### src/rtl/expr_collector_if.sv
// expr_collector_if
//   Character-in / expression-out bundle for the expression collector.
//   Character side:   char_valid, char_data[7:0] (to collector), char_ready (from collector)
//   Expression side:  p1, sym, p2 [7:0], expr_valid, err, expr_cnt[7:0] (from collector),
//                     expr_ready (to collector)
//   slave  modport: the collector itself.
//   master modport: whoever feeds characters and consumes expressions.
interface expr_collector_if;
    logic       char_valid;
    logic [7:0] char_data;
    logic       char_ready;
    logic [7:0] p1;
    logic [7:0] p2;
    logic [7:0] sym;
    logic       expr_valid;
    logic       expr_ready;
    logic       err;
    logic [7:0] expr_cnt;

    modport slave (
        input  char_valid, char_data, expr_ready,
        output char_ready, p1, p2, sym, expr_valid, err, expr_cnt
    );

    modport master (
        output char_valid, char_data, expr_ready,
        input  char_ready, p1, p2, sym, expr_valid, err, expr_cnt
    );
endinterface

### src/rtl/expr_collector.sv
// expr_collector
//   Collects an ASCII "digit op digit =" sequence into a single-digit
//   expression (p1 sym p2) and hands it downstream on a valid/ready handshake.
//   Ports:
//     clk  - system clock, rising edge
//     rst  - synchronous active-high reset
//     bus  - expr_collector_if.slave (character input, expression output,
//            err pulse, completed-handshake counter)
//   Build option:
//     EXPR_COLLECTOR_DIVZERO_CHECK_EN - when defined, "d / 0 =" is rejected
//     with err instead of being issued.
module expr_collector (
    input  logic              clk,
    input  logic              rst,
    expr_collector_if.slave   bus
);
    typedef enum logic [2:0] {S_D1, S_OP, S_D2, S_EQ, S_OUT} state_t;

    state_t     state, state_d;
    logic [7:0] p1_q, p1_d;
    logic [7:0] p2_q, p2_d;
    logic [7:0] sym_q, sym_d;
    logic [7:0] cnt_q, cnt_d;
    logic       err_d, err_q;

    logic [7:0] c;
    logic       is_digit, is_op, is_eq, is_clear, accept, div_zero;

    assign c        = bus.char_data;
    assign is_digit = (c >= 8'h30) && (c <= 8'h39);
    assign is_op    = (c == 8'h2b) || (c == 8'h2d) || (c == 8'h2a) || (c == 8'h2f);
    assign is_eq    = (c == 8'h3d);
    assign is_clear = (c == 8'h43) || (c == 8'h63);
    // Characters are only taken while no expression is waiting downstream.
    assign accept   = bus.char_valid && (state != S_OUT);

`ifdef EXPR_COLLECTOR_DIVZERO_CHECK_EN
    assign div_zero = (sym_q == 8'h2f) && (p2_q == 8'h30);
`else
    assign div_zero = 1'b0;
`endif

    always_comb begin
        state_d = state;
        p1_d    = p1_q;
        p2_d    = p2_q;
        sym_d   = sym_q;
        cnt_d   = cnt_q;
        err_d   = 1'b0;
        if (accept) begin
            if (is_clear) begin
                // Clear restarts collection but keeps the operand registers.
                state_d = S_D1;
            end else begin
                case (state)
                    S_D1: begin
                        if (is_digit) begin
                            p1_d    = c;
                            state_d = S_OP;
                        end else begin
                            err_d   = 1'b1;
                        end
                    end
                    S_OP: begin
                        if (is_op) begin
                            sym_d   = c;
                            state_d = S_D2;
                        end else if (is_digit) begin
                            p1_d    = c;
                        end else begin
                            err_d   = 1'b1;
                            state_d = S_D1;
                        end
                    end
                    S_D2: begin
                        if (is_digit) begin
                            p2_d    = c;
                            state_d = S_EQ;
                        end else begin
                            err_d   = 1'b1;
                            state_d = S_D1;
                        end
                    end
                    S_EQ: begin
                        if (is_eq && !div_zero) begin
                            state_d = S_OUT;
                        end else if (is_digit) begin
                            p2_d    = c;
                        end else begin
                            err_d   = 1'b1;
                            state_d = S_D1;
                        end
                    end
                    default: ;
                endcase
            end
        end
        if ((state == S_OUT) && bus.expr_ready) begin
            state_d = S_D1;
            cnt_d   = cnt_q + 8'd1;
        end
    end

    always_ff @(posedge clk) begin
        if (rst) begin
            state <= S_D1;
            p1_q  <= 8'h30;
            p2_q  <= 8'h30;
            sym_q <= 8'h2b;
            cnt_q <= 8'h00;
            err_q <= 1'b0;
        end else begin
            state <= state_d;
            p1_q  <= p1_d;
            p2_q  <= p2_d;
            sym_q <= sym_d;
            cnt_q <= cnt_d;
            err_q <= err_d;
        end
    end

    assign bus.p1         = p1_q;
    assign bus.p2         = p2_q;
    assign bus.sym        = sym_q;
    assign bus.expr_cnt   = cnt_q;
    assign bus.err        = err_q;
    assign bus.expr_valid = (state == S_OUT);
    assign bus.char_ready = (state != S_OUT);
endmodule

### src/flat_wrapper.sv
// flat-port wrapper written by rule: the top's interface ports become plain ports
module expr_collector_flat 
  (clk, rst, bus_char_valid, bus_char_data, bus_expr_ready, bus_char_ready, bus_p1, bus_p2, bus_sym, bus_expr_valid, bus_err, bus_expr_cnt);
  expr_collector_if bus_i ();
  input  logic clk;
  input  logic rst;
  input wire logic [$bits(bus_i.char_valid)-1:0] bus_char_valid;
  input wire logic [$bits(bus_i.char_data)-1:0] bus_char_data;
  input wire logic [$bits(bus_i.expr_ready)-1:0] bus_expr_ready;
  output wire logic [$bits(bus_i.char_ready)-1:0] bus_char_ready;
  output wire logic [$bits(bus_i.p1)-1:0] bus_p1;
  output wire logic [$bits(bus_i.p2)-1:0] bus_p2;
  output wire logic [$bits(bus_i.sym)-1:0] bus_sym;
  output wire logic [$bits(bus_i.expr_valid)-1:0] bus_expr_valid;
  output wire logic [$bits(bus_i.err)-1:0] bus_err;
  output wire logic [$bits(bus_i.expr_cnt)-1:0] bus_expr_cnt;
  assign bus_i.char_valid = bus_char_valid;
  assign bus_i.char_data = bus_char_data;
  assign bus_i.expr_ready = bus_expr_ready;
  assign bus_char_ready = bus_i.char_ready;
  assign bus_p1 = bus_i.p1;
  assign bus_p2 = bus_i.p2;
  assign bus_sym = bus_i.sym;
  assign bus_expr_valid = bus_i.expr_valid;
  assign bus_err = bus_i.err;
  assign bus_expr_cnt = bus_i.expr_cnt;
  expr_collector u_core (.clk(clk), .rst(rst), .bus(bus_i));
endmodule
### config.mk
export PLATFORM = sky130hd
export DESIGN_NAME = expr_collector_flat
export DESIGN_NICKNAME = d
export VERILOG_FILES = /design/src/rtl/expr_collector_if.sv /design/src/rtl/expr_collector.sv /design/src/flat_wrapper.sv
export SDC_FILE = /design/constraint.sdc
export NUM_CORES = 1
export LEC_CHECK = 0
export CORE_MARGIN = 2
export CORE_UTILIZATION = 30
export CTS_CLUSTER_DIAMETER = 100
export DETAILED_ROUTE_END_ITERATION = 7
export PLACE_DENSITY = 0.61
export SYNTH_ARGS = -nofsm -noshare
export SYNTH_HDL_FRONTEND = slang
export SYNTH_SLANG_ARGS = --single-unit
### constraint.sdc
create_clock -name clk -period 1.95 [get_ports clk]
set_input_delay 0.39 -clock clk [delete_from_list [all_inputs] [get_ports clk]]
set_output_delay 0.39 -clock clk [all_outputs]
set_load 0.05 [all_outputs]
==> impl_metrics.tcl <==
set metrics [dict create \
    worst_hold_path_type "reg -> reg" \
    die_y_um 74.24 \
    tritoncts "built" \
    route.detailed.vias_per_inst 4.747 \
    grt_pass1_wl_um 5961 \
    fin_crit_sh 0.9781 \
    met2RoutedLength_um 1644 \
    rsz0062_at_grt "false" \
    ioPinCount 47 \
    wl_um 3516 \
    antenna_diode_count 0 \
    timing.reg2reg.setup_slack_ps 390 \
    ys.warnings.count 0 \
    drt.antenna.violating_nets 0 \
    topRoutingLayerUsed "met4" \
    clkLatencyLatePin_ps 280 \
    postSynthCellCount 151 \
    holdPathStages 1 \
    met1Wirelength_um 1639 \
    clock_tree.buffer_depth 2 \
    max_freq_mhz 524.3 \
    drv.max_cap_violation_count 0 \
    delay_of_the_slowest_cell_on_the_worst_path_ps 550 \
    ir_worst_vdd_v 0.0002040 \
    cts.reportedPaths.clkPinSlew_ps 60 \
    setup-violations-final 0 \
    dp.cells 277 \
    grtUsageTotal 0.1410 \
    worstMarginPinSlew_ps 514.8 \
    area_growth_pct 59.26 \
    gp_congestion 0.7475 \
    reg2reg_to "u_core.bus.p2[3]$_SDFFE_PP0P_" \
    maxSlewHeadroom 0.6557 \
    postSynth.asyncResetShare 0 \
    overflow 0 \
    cts_sinks 36 \
    path_class "in -> reg" \
    ys_dominant_reg_cell "sky130_fd_sc_hd__dfxtp_1" \
    vias_after_detailed_routing 1372 \
    routed_wire_length_per_instance_um 12.17 \
    drtIter0Drc 43 \
    seq_area_frac_synth 0.4869 \
    rr_startpoint "u_core.state[2]$_SDFFE_PP0P_" \
    cp-end-kind "flop" \
    multiInputGateArea_um2 779.5 \
    die_span_in_x_um 74.24 \
    synth.ff_latch_count 36 \
    mostFrequentLayoutCell "sky130_fd_sc_hd__clkdlybuf4s50_1" \
    antenna_found_initial 0 \
    cp-start-kind "primary input" \
    timing.critical_path.fanout_max 6 \
    die-area_mm2 0.005512 \
    r2r.worst_path.cells 6 \
    critical_path.cell_chain "dlygate4sd2_1 > or4b_4 > buf_6 > o31ai_4 > buf_6 > nor3_4 > or3_1" \
    cts.root.buffer_cell "sky130_fd_sc_hd__clkbuf_8" \
    status "complete, no violations" \
    num-nets-final 235 \
    fp-row-count 25 \
    cts.htree.levels 2 \
    number_of_buffers_inserted_during_clock_tree_synthesis 5 \
    synth.avg_cell_area_um2 9.802 \
    fillCellCount 483 \
    postPlaceCellArea_mm2 0.002156 \
    routed_wire_length_on_met3_um 174 \
    hold_path.startpoint "u_core.bus.p1[4]$_SDFFE_PP1P_" \
    clock-skew-final_ps 3.266 \
    synth_enable_flop_cells 0 \
    sequential_cell_area_um2 720.7 \
    setup_total_negative_slack_ps 0 \
    fin_cells 289 \
    hold_violations 0 \
    setup.worst_path.start "bus_char_data[7]" \
    syn_nets 164 \
    grt_pass1_vias 1325 \
    hpwlAfterDp_um 2517 \
    required_ps 2120 \
    drive_above_1_share 0.2117 \
    placement.io_buffers 46 \
    power.density_cell_area_mw_per_mm2 598.7 \
    final_cell_utilization_of_the_core 0.4958 \
    post-route-drc-count 0 \
    grt_start_max_net_pins 43 \
    final_period_minus_worst_setup_slack_ps 1907 \
    critPathSlowestCell "sky130_fd_sc_hd__or4b_4" \
    synth_cell_type_count 39 \
    slew_viol_final 0 \
    total_power_mw 1.411 \
    area_of_the_mapped_netlist_mm2 0.001480 \
    critPathMostFrequentCell "sky130_fd_sc_hd__buf_6" \
    arrival_ps 2070 \
    holdPathEnd "u_core.bus.p1[4]$_SDFFE_PP1P_" \
    core_area_mm2 0.004755 \
    floorplan.initialDensity 0.3113 \
    finish.instance_area_mm2 0.002357 \
    detail_route.first_pass.iterations 4 \
    p_leak_nw 0.8714 \
    mostFrequentLayoutCells "sky130_fd_sc_hd__clkdlybuf4s50_1 (38), sky130_fd_sc_hd__dfxtp_1 (36), sky130_fd_sc_hd__buf_4 (24)" \
]
==> synthesized netlist by cell type, types with 2 or more instances <==
cell type | n | area share
sky130_fd_sc_hd__inv_1 | 2 | 0.0051
sky130_fd_sc_hd__nor2b_1 | 3 | 0.013
sky130_fd_sc_hd__nand2_1 | 7 | 0.018
sky130_fd_sc_hd__nor4_1 | 2 | 0.0085
sky130_fd_sc_hd__mux2i_1 | 8 | 0.054
sky130_fd_sc_hd__a21oi_1 | 4 | 0.014
sky130_fd_sc_hd__nor2_1 | 13 | 0.033
sky130_fd_sc_hd__nor3_1 | 2 | 0.0068
sky130_fd_sc_hd__nor3b_1 | 8 | 0.041
sky130_fd_sc_hd__nand2b_1 | 9 | 0.038
sky130_fd_sc_hd__or3_1 | 7 | 0.030
sky130_fd_sc_hd__clkbuf_1 | 5 | 0.013
sky130_fd_sc_hd__dfxtp_1 | 36 | 0.49
sky130_fd_sc_hd__nand4_1 | 7 | 0.030
sky130_fd_sc_hd__and3_1 | 3 | 0.013
sky130_fd_sc_hd__nor4bb_1 | 2 | 0.014
sky130_fd_sc_hd__o21ai_0 | 7 | 0.024
sky130_fd_sc_hd__xor2_1 | 5 | 0.030
==> metal layers <==
metal | GRT usage | vias to the layer above
met5 | 0 | -
met4 | 0.05357 | 0
met3 | 0.04607 | 6
met2 | 0.2292 | 33
met1 | 0.1747 | 653
li1 | - | 680
==> flip-flops by register name, summed over array words and instances, names as in the netlist <==
signal / count
u_core.bus.sym: 8
u_core.bus.p2: 8
u_core.bus.p1: 8
u_core.state: 3
u_core.bus.err: 1
u_core.bus.expr_cnt: 8
==> final cells by class <==
cell class / instances / share of cell area
clock buffer: 7 / 0.04087
inverter: 2 / 0.003185
multi-input combinational: 106 / 0.3307
tap: 67 / 0.03556
sequential: 36 / 0.3057
timing repair buffer: 71 / 0.2840
==> worst max-delay path by stage <==
| stage | end | slack, ps | cells after the start |
|---|---|---|---|
| 5_1_grt | u_core.bus.p1[5]$_SDFFE_PP1P_ | 0.3 | 7 |
| 4_1_cts | u_core.bus.sym[6]$_SDFFE_PP0P_ | 30 | 6 |
| 3_5_place_dp | u_core.bus.sym[4]$_SDFFE_PP0P_ | -530 | 6 |
| 3_3_place_gp | u_core.bus.sym[7]$_SDFFE_PP0P_ | -510 | 6 |
| 6_report | u_core.bus.p2[4]$_SDFFE_PP1P_ | 40 | 7 |
| 2_1_floorplan | u_core.bus.sym[3]$_SDFFE_PP1P_ | -50 | 5 |
==> worst max-delay path, delay by kind of cell <==
family	cells	cell delay [ps]
and+or+nand+nor	3	910
AOI/OAI and AO/OA	1	220
buffers and inverters	3	550
==> through the flow <==
stage          hold WS (ps)  worst slack, ps
2_1_floorplan         497.2           -48.24
3_3_place_gp          429.3           -511.0
3_5_place_dp          438.1           -527.6
4_1_cts               453.7            30.74
5_1_grt               478.1           0.2764
6_report              441.9            42.76
==> kinds of logic after synthesis <==
| logic type | after synthesis | share of synthesized area |
|---|---|---|
| buffers and inverters | 9 | 0.02790 |
| xor gates and xnor gates | 6 | 0.03550 |
| DFF | 36 | 0.4869 |
| muxes | 8 | 0.05410 |
| AOI/OAI and AO/OA | 18 | 0.08538 |
| and+or+nand+nor | 73 | 0.3018 |
| adders and majority gates | 1 | 0.008452 |
==> repair_timing <==
action                     4_1_cts  5_1_grt
pin swaps                        4        1
hold buffers                     0        0
gates resized for setup         15        5
setup buffers                    5        0
setup endpoints to repair       27        9
==> power breakdown <==
| group | switching [mW] | internal (mW) | total, mW |
|---|---|---|---|
| clock | 0.239 | 0.314 | 0.553 |
| combinational | 0.0584 | 0.0617 | 0.120 |
| sequential | 0.00109 | 0.737 | 0.738 |
Note: power is estimated with default switching activity, not from simulation.
